$ cat config.mk
export PLATFORM = sky130hd
export DESIGN_NAME = imem_loader
export DESIGN_NICKNAME = d
export VERILOG_FILES = /design/src/rtl/imem_loader_pkg.sv /design/src/rtl/imem_loader_word_assembler.sv /design/src/rtl/imem_loader.sv
export SDC_FILE = /design/constraint.sdc
export NUM_CORES = 1
export LEC_CHECK = 0
export ABC_AREA = 1
export CORE_ASPECT_RATIO = 2
export CORE_MARGIN = 5
export CORE_UTILIZATION = 40
export DETAILED_ROUTE_END_ITERATION = 10
export DONT_BUFFER_PORTS = 1
export PLACE_DENSITY = 0.62
export SLEW_MARGIN = 20
export SYNTH_ARGS = -nofsm -noshare
export SYNTH_HDL_FRONTEND = slang
export SYNTH_HIERARCHICAL = 1
export SYNTH_SLANG_ARGS = --single-unit
$ cat constraint.sdc
create_clock -name clk -period 5.3 [get_ports clk]
set_input_delay 1.06 -clock clk [delete_from_list [all_inputs] [get_ports clk]]
set_output_delay 1.06 -clock clk [all_outputs]
set_load 0.05 [all_outputs]
$ cat src/rtl/imem_loader_pkg.sv
// Shared types and constants for the instruction-memory byte-stream loader.
// Build option: LOADER_CHECKSUM_EN adds the trailing XOR checksum byte and CHK state.
package imem_loader_pkg;

   localparam int unsigned ADDR_W_DFLT    = 8;
   localparam int unsigned MAX_WORDS_DFLT = (2 ** ADDR_W_DFLT) / 4;
   localparam int unsigned WORD_W         = 32;
   localparam int unsigned BYTE_W         = 8;

   // First stream byte of a word is its most significant byte.
   localparam bit LANE_MSB_FIRST = 1'b1;

   typedef enum logic [2:0] {
      IDLE,
      HDR,
      DATA,
`ifdef LOADER_CHECKSUM_EN
      CHK,
`endif
      DONE,
      ERR
   } state_t;

   // Merge one stream byte into a partially assembled word.
   function automatic logic [WORD_W-1:0] shift_in(input logic [WORD_W-1:0] word,
                                                  input logic [BYTE_W-1:0] b);
      if (LANE_MSB_FIRST) shift_in = {word[WORD_W-BYTE_W-1:0], b};
      else                shift_in = {b, word[WORD_W-1:BYTE_W]};
   endfunction

endpackage

$ cat src/rtl/imem_loader_word_assembler.sv
// Collects four stream bytes into a 32-bit instruction word and flags completion.
module word_assembler
   import imem_loader_pkg::*;
(
   input  logic              clk,
   input  logic              R,
   input  logic              clear,
   input  logic              push,
   input  logic [BYTE_W-1:0] in_data,
   output logic              last_byte_c,
   output logic              word_ready,
   output logic [WORD_W-1:0] word
);

   logic [1:0] byte_idx;

   assign last_byte_c = push && (byte_idx == 2'd3);

   // word holds the completed word in the cycle word_ready is high.
   always_ff @(posedge clk) begin
      if (R) begin
         byte_idx   <= '0;
         word       <= '0;
         word_ready <= 1'b0;
      end else begin
         word_ready <= last_byte_c;
         if (clear) begin
            byte_idx <= '0;
         end else if (push) begin
            byte_idx <= byte_idx + 2'd1;
            word     <= shift_in(word, in_data);
         end
      end
   end

endmodule

$ cat src/rtl/imem_loader.sv
// Loads a length-prefixed byte stream into instruction memory, holding the CPU until done.
// Build option: LOADER_CHECKSUM_EN enables the trailing checksum byte check.
module imem_loader
   import imem_loader_pkg::*;
#(
   parameter int unsigned ADDR_W    = ADDR_W_DFLT,
   parameter int unsigned MAX_WORDS = MAX_WORDS_DFLT
) (
   input  logic              clk,
   input  logic              R,
   input  logic              start,
   input  logic              in_valid,
   input  logic [BYTE_W-1:0] in_data,
   output logic              in_ready,
   output logic              wr_en,
   output logic [ADDR_W-1:0] wr_addr,
   output logic [WORD_W-1:0] wr_data,
   output logic              cpu_hold,
   output logic              done,
   output logic              error
);

   localparam int unsigned IDX_W = ADDR_W - 2;

   state_t           state;
   logic [IDX_W-1:0] word_idx;
   logic [IDX_W-1:0] last_idx;
   logic             xfer_c;
   logic             clear_c;
   logic             push_c;
   logic             last_byte_c;
   logic             hdr_bad_c;
`ifdef LOADER_CHECKSUM_EN
   logic [BYTE_W-1:0] csum;
`endif

   assign xfer_c    = in_valid && in_ready;
   assign clear_c   = xfer_c && (state == HDR);
   assign push_c    = xfer_c && (state == DATA);
   assign hdr_bad_c = (in_data == '0) || (32'(in_data) > MAX_WORDS);

   word_assembler u_asm (
      .clk         (clk),
      .R           (R),
      .clear       (clear_c),
      .push        (push_c),
      .in_data     (in_data),
      .last_byte_c (last_byte_c),
      .word_ready  (wr_en),
      .word        (wr_data)
   );

   // Load sequencing; done rises the cycle after the final write strobe.
   always_ff @(posedge clk) begin
      if (R) begin
         state    <= IDLE;
         in_ready <= 1'b0;
         wr_addr  <= '0;
         cpu_hold <= 1'b1;
         done     <= 1'b0;
         error    <= 1'b0;
         word_idx <= '0;
         last_idx <= '0;
`ifdef LOADER_CHECKSUM_EN
         csum     <= '0;
`endif
      end else begin
         case (state)
            IDLE: begin
               if (start) begin
                  state    <= HDR;
                  in_ready <= 1'b1;
               end
            end
            HDR: begin
               if (xfer_c) begin
                  if (hdr_bad_c) begin
                     state    <= ERR;
                     in_ready <= 1'b0;
                     error    <= 1'b1;
                  end else begin
                     state    <= DATA;
                     last_idx <= IDX_W'(in_data - 8'd1);
                     word_idx <= '0;
`ifdef LOADER_CHECKSUM_EN
                     csum     <= '0;
`endif
                  end
               end
            end
            DATA: begin
               if (xfer_c) begin
`ifdef LOADER_CHECKSUM_EN
                  csum <= csum ^ in_data;
`endif
                  if (last_byte_c) begin
                     wr_addr  <= {word_idx, 2'b00};
                     word_idx <= word_idx + IDX_W'(1);
                     if (word_idx == last_idx) begin
`ifdef LOADER_CHECKSUM_EN
                        state    <= CHK;
`else
                        state    <= DONE;
                        in_ready <= 1'b0;
`endif
                     end
                  end
               end
            end
`ifdef LOADER_CHECKSUM_EN
            CHK: begin
               if (xfer_c) begin
                  in_ready <= 1'b0;
                  if (in_data == csum) begin
                     state    <= DONE;
                     done     <= 1'b1;
                     cpu_hold <= 1'b0;
                  end else begin
                     state <= ERR;
                     error <= 1'b1;
                  end
               end
            end
`endif
            DONE: begin
               if (start) begin
                  state    <= HDR;
                  in_ready <= 1'b1;
                  done     <= 1'b0;
                  cpu_hold <= 1'b1;
               end else begin
                  done     <= 1'b1;
                  cpu_hold <= 1'b0;
               end
            end
            ERR: begin
               if (start) begin
                  state    <= HDR;
                  in_ready <= 1'b1;
                  error    <= 1'b0;
               end
            end
            default: begin
               state    <= IDLE;
               in_ready <= 1'b0;
            end
         endcase
      end
   end

endmodule

==> metrics.txt, run 1 <==
status finished clean; die width 70.4 um; layout cell share with drive strength beyond 1 0.0822; CP peak stage delay 0.66 ns; Max Slew Vio Count 0; R2R setup slack 2.91 ns; Total Nets Final 448; async set or reset register ratio after synthesis 0; Net Switching 0.340 mW; top-count cell post-synth nand2_1; clk slew on worst S/H paths 0.05 ns; Max Cap Violations 0; Post-synth top flop dfxtp_1; post-DP HPWL 5000 um; power density over cell area 413 nW/um^2; syn avg cell area 6.64 sq um; CTS Buf Count 9; crit path max-delay cell type dfxtp_1; top cells by area, synth dfxtp_1 (41%), nand2_1 (13%), nor2_1 (11%); Final Util 0.456; Leakage 1.37 nW; initial antenna violation count 0; CTS Hold Bufs 0; FF-to-FF Start in_ready; # setup viols final 0; top cells by count, synth nand2_1 (99), nor2_1 (85), inv_1 (64); vias in the first global route 2443; cell count after synthesis 439; Total GRT Usage 0.162; gpl congestion 0.830; Seq/Total Area, Yosys 0.412; Worst Path Arrival 2.65 ns; FF/Latch Area 1200 sq um; Hold Path Sink last_idx[3]; P_int 1.02 mW; die height 131 um; GRT overflow 0; cell chain of the critical path nand2_2, nor2_2, buf_4, nand2_1, inv_1, nand2_1, nor2_2, o21ai_0, a21oi_1; Worst Reg-to-Reg Cells 9; post-DR vias/cell 4.81; Worst EP required 5.56 ns; Max Fclk 418 MHz; setup_tns 0 ns; first-pass GRT wire length 11600 um; largest net degree at the start of global routing 37; period utilisation layout 0.451; hold depth 2; H-tree levels 3; Cell variety after synth 30; row cnt 44; Synth area leader dfxtp_1; Syn-to-layout area delta 12.9%; relative slew slack 0.371; DRC viols 0; Hold Crit Start last_idx[3]; CP endpoint kind flip-flop; Worst-Skew Late Latency 0.33 ns; area of the multi-input gates 1340 sq um; die area 9200 sq um; crit-path max FO 36; flop and latch count out of synthesis 60; worst hold path type reg -> reg; endpoints failing hold 0; R2R Path End wr_addr[3]; YS warnings 6; crit path kind reg -> reg; Layout Skew 0.00592 ns; Post-Syn Area 2910 sq um; worst slew pin tran 0.943 ns; DR vias 2549; PortBufs 0; # IOs 57; sequential power share 0.375; CP startpoint kind flip-flop; Detailed Routing Iterations Pass 1 6; sw frac 0.250; Setup Fix Bufs, Post-CTS 0; Max VDD drop 0.000241 V; DR WL/cell 12.7 um; clk buf depth 2; RSZ-0062 raised after global routing no; # diodes 0; Initial Util 0.404; Gate power share 0.102; Post-CTS Resized 0; final WL 6750 um; Synth top area share 0.412; CTS root buf clkbuf_16; filler-free cell count of the finished design 530; Fill cells 742; number of clock sinks 60; remaining antenna violation count 0; Final min period 2.39 ns; EDFF count, synth 0; Clk pwr share 0.522; DRT iter0 DRCs 154; Pwr Total 1.36 mW; CTS tree built; Placed Cells 514; Placeable Area 7210 sq um
[flip-flops by register name, summed over array words and instances (netlist names)]
name              flops
cpu_hold              1
done                  1
last_idx              6
u_asm/word           32
in_ready              1
u_asm/byte_idx        2
word_idx              6
state                 3
wr_addr               6
error                 1
u_asm/word_ready      1
[cell usage in the layout (no fill, tap or decap), drive strengths merged]
cell	n
nand2	104
nor2	88
inv	68
dfxtp	60
nand3	48
a21oi	24
clkbuf	13
o21ai	12
xor2	3
ha	3
bufinv	3
xnor2	2
nor3	2
conb	2
nor3b	2
nand4	1
clkinv	1
o31ai	1
buf	1
[power groups by stage]
stage | Sequential, mW | Combinational, mW | Clock, mW
2_1_floorplan | 0.515 | 0.121 | 0
3_3_place_gp | 0.519 | 0.138 | 0
3_5_place_dp | 0.520 | 0.140 | 0
4_1_cts | 0.510 | 0.140 | 0.724
5_1_grt | 0.513 | 0.160 | 0.745
6_report | 0.510 | 0.139 | 0.711
[metrics by stage]
stage | hold slack (ns) | area, sq um | setup slack (ns)
6_report | 0.477 | 3290 | 2.91
5_1_grt | 0.503 | 3290 | 2.66
4_1_cts | 0.481 | 3290 | 2.88
3_5_place_dp | 0.472 | 2920 | 2.61
3_3_place_gp | 0.458 | 2920 | 2.69
2_1_floorplan | 0.440 | 2920 | 2.89
[cells by family (layout without fill, tap and decap cells)]
group	Yosys count	in the layout	synth area share
DFF	60	60	0.412
buffers and inverters	88	86	0.132
and+or+nand+nor	245	245	0.360
AOI/OAI and AO/OA	37	37	0.0670
adders and majority gates	3	3	0.0129
xor gates and xnor gates	5	5	0.0150
other	1	2	0.00129
[worst max-delay path by stage]
stage / from / end / slack (ns) / cells past startpoint
after CTS: in_ready / wr_addr[3] / 2.88 / 9
after floorplan: in_valid / word_idx[1] / 2.89 / 11
after detailed placement: in_valid / wr_addr[3] / 2.61 / 9
after global placement: in_valid / u_asm/word[2] / 2.69 / 7
after global routing: in_ready / wr_addr[3] / 2.66 / 9
final: in_ready / wr_addr[3] / 2.91 / 9
[metal layers]
layer,wire [um],global-route usage,vias up
li1,-,-,1325
met1,2470,0.155,1157
met2,3700,0.298,57
met3,456,0.0551,10
met4,127,0.0880,0
met5,0,0,-
[layout make-up]
type	count	share of cell area
well taps	92	0.0350
multi-input cells	292	0.406
repair buffers	1	0.00228
inverters	69	0.0791
flip-flops and latches	60	0.365
clock buffers	13	0.0852
clock inverters	3	0.0274
[critical path, delay by kind of cell (launching register included)]
kind            cells  cell delay (ns)
compound gates      2             0.30
buf+inv             2             0.45
simple gates        5             0.91
flops               1             0.66
(Power assumes the default switching activity.)
==> inputs of run 2 (changes only) <==
- PLACE_DENSITY: 0.62 -> 0.64
- clock period: 5.3 -> 2.03 ns (I/O delays scaled with it)
==> run 2 against run 1 <==
Global-route usage rose by 0.61 points. Sequential cell count stayed put. Count of clock-buffer cells in the layout is 1 lower. Non-clock buffer count is 6 higher. Clock skew is 0.0013 ns lower. Largest cell class unchanged.
==> metrics.txt, run 2 (synthesized netlist as in run 1, its figures left out) <==
CTS Hold Bufs 0 (unchanged); Total Nets Final 454 (was 448); status finished clean (unchanged); die width 70.4 um (unchanged); most common cell after layout, fill and taps aside nand2_1 (unchanged); DRC viols 0 (unchanged); Max Slew Vio Count 0 (unchanged); RSZ-0062 raised after global routing no (unchanged); # IOs 57 (unchanged); layout cell share with drive strength beyond 1 0.0946 (was 0.0822); gpl congestion 0.818 (was 0.830); Max Cap Violations 0 (unchanged); setup_tns 0 ns (unchanged); vias in the first global route 2483 (was 2443); CTS Buf Count 9 (unchanged); Worst EP required 2.29 ns (was 5.56 ns); # setup viols final 0 (unchanged); area of the multi-input gates 1340 sq um (unchanged); FF-to-FF Start state[2] (was in_ready); most frequent cells in the layout nand2_1 (99), nor2_1 (84), inv_1 (64) (unchanged); CP startpoint kind flip-flop (unchanged); die area 9200 sq um (unchanged); R2R Path End wr_addr[3] (unchanged); DR WL/cell 13.2 um (was 12.7 um); Hold Path Sink last_idx[0] (was last_idx[3]); Post-CTS Resized 0 (unchanged); largest net degree at the start of global routing 34 (was 37); finished layout cell area 3320 sq um (was 3290 sq um); worst slew pin tran 0.576 ns (was 0.943 ns); Worst Path Arrival 1.88 ns (was 2.65 ns); DRT iter0 DRCs 134 (was 154); CTS tree built (unchanged); clk buf depth 2 (unchanged); post-DR vias/cell 4.81 (about the same); CP endpoint kind flip-flop (unchanged); Max Fclk 615 MHz (was 418 MHz); Max VDD drop 0.000561 V (was 0.000241 V); relative slew slack 0.615 (was 0.371); Layout Skew 0.00464 ns (was 0.00592 ns); # diodes 0 (unchanged); remaining antenna violation count 0 (unchanged); H-tree levels 3 (unchanged); period utilisation layout 0.801 (was 0.451); R2R setup slack 0.40 ns (was 2.91 ns); DR vias 2579 (was 2549); final WL 7100 um (was 6750 um); crit path kind reg -> reg (unchanged); clk slew on worst S/H paths 0.05 ns (about the same); Hold Crit Start R (was last_idx[3]); Detailed Routing Iterations Pass 1 4 (was 6); number of clock sinks 60 (unchanged); Worst-Skew Late Latency 0.33 ns (about the same); first-pass GRT wire length 11900 um (was 11600 um); die height 131 um (unchanged); CTS root buf clkbuf_16 (unchanged); Total GRT Usage 0.168 (was 0.162); Leakage 1.39 nW (was 1.37 nW); Final min period 1.63 ns (was 2.39 ns); endpoints failing hold 0 (unchanged); placement-stage cell area 2970 sq um (was 2920 sq um); power density over cell area 1060 nW/um^2 (was 413 nW/um^2); worst hold path type in -> reg (was reg -> reg); largest reg by FF count u_asm/word (unchanged); row cnt 44 (unchanged); post-DP HPWL 5040 um (was 5000 um); GRT overflow 0 (unchanged); initial antenna violation count 0 (unchanged); FF/Latch Area 1200 sq um (about the same); PortBufs 0 (unchanged); Fill cells 744 (was 742); hold depth 1 (was 2); Worst Reg-to-Reg Cells 9 (unchanged); Syn-to-layout area delta 13.8% (was 12.9%); Setup Fix Bufs, Post-CTS 0 (unchanged); crit-path max FO 13 (was 36); Placeable Area 7210 sq um (unchanged); Initial Util 0.404 (unchanged); max reg flops 32 (unchanged)
run 2: worst max-delay path by stage:
stage | start | slack (ns) | endpoint | cells after the start
finish | state[2] | 0.40 | wr_addr[3] | 9
global route | state[2] | 0.17 | wr_addr[6] | 9
CTS | state[2] | 0.37 | wr_addr[3] | 9
detailed placement | in_data[0] | 0.32 | last_idx[1] | 9
global placement | in_data[0] | 0.35 | word_idx[2] | 10
floorplan | in_ready | 0.15 | word_idx[1] | 11
run 2: metrics by stage:
stage | setup slack [ns] | total power, mW | hold slack [ns] | util | instances
2_1_floorplan | 0.149 | 1.66 | 0.440 | - | 440
3_3_place_gp | 0.355 | 1.74 | 0.451 | 0.411 | 520
3_5_place_dp | 0.316 | 1.75 | 0.460 | 0.411 | 520
4_1_cts | 0.371 | 3.56 | 0.131 | 0.460 | 536
5_1_grt | 0.170 | 3.66 | 0.134 | 0.460 | 536
6_report | 0.404 | 3.51 | 0.144 | 0.460 | 536
run 2: power by group:
group / leakage (nW) / internal, mW / switching [mW]
Sequential: 0.484 / 1.22 / 0.0818
Combinational: 0.732 / 0.129 / 0.287
Clock: 0.173 / 1.26 / 0.525
Total: 1.39 / 2.61 / 0.894
run 2: cell type report:
| type | count | area share |
|---|---|---|
| Clock buffer | 12 | 0.0773 |
| Tap cell | 92 | 0.0347 |
| Sequential cell | 60 | 0.363 |
| Clock inverter | 4 | 0.0287 |
| Multi-Input combinational cell | 292 | 0.402 |
| Inverter | 69 | 0.0785 |
| Timing Repair Buffer | 7 | 0.0158 |
run 2: metal layers:
metal  GRT usage  part of all wire  vias to the layer above
met3      0.0605             0.072                       14
li1            -                 -                     1337
met1       0.163              0.37                     1163
met4       0.103             0.032                        0
met2       0.299              0.53                       65
met5           0                 0                        -
run 2: worst max-delay path: stages (launching register included):
cell and delay [ns]:
dfxtp_1 0.33, inv_1 0.12, nand3_2 0.10, nor2_2 0.11, nand2_1 0.08, inv_1 0.07, nand2_1 0.09, nor2_2 0.37
o21ai_0 0.14, a21oi_1 0.14
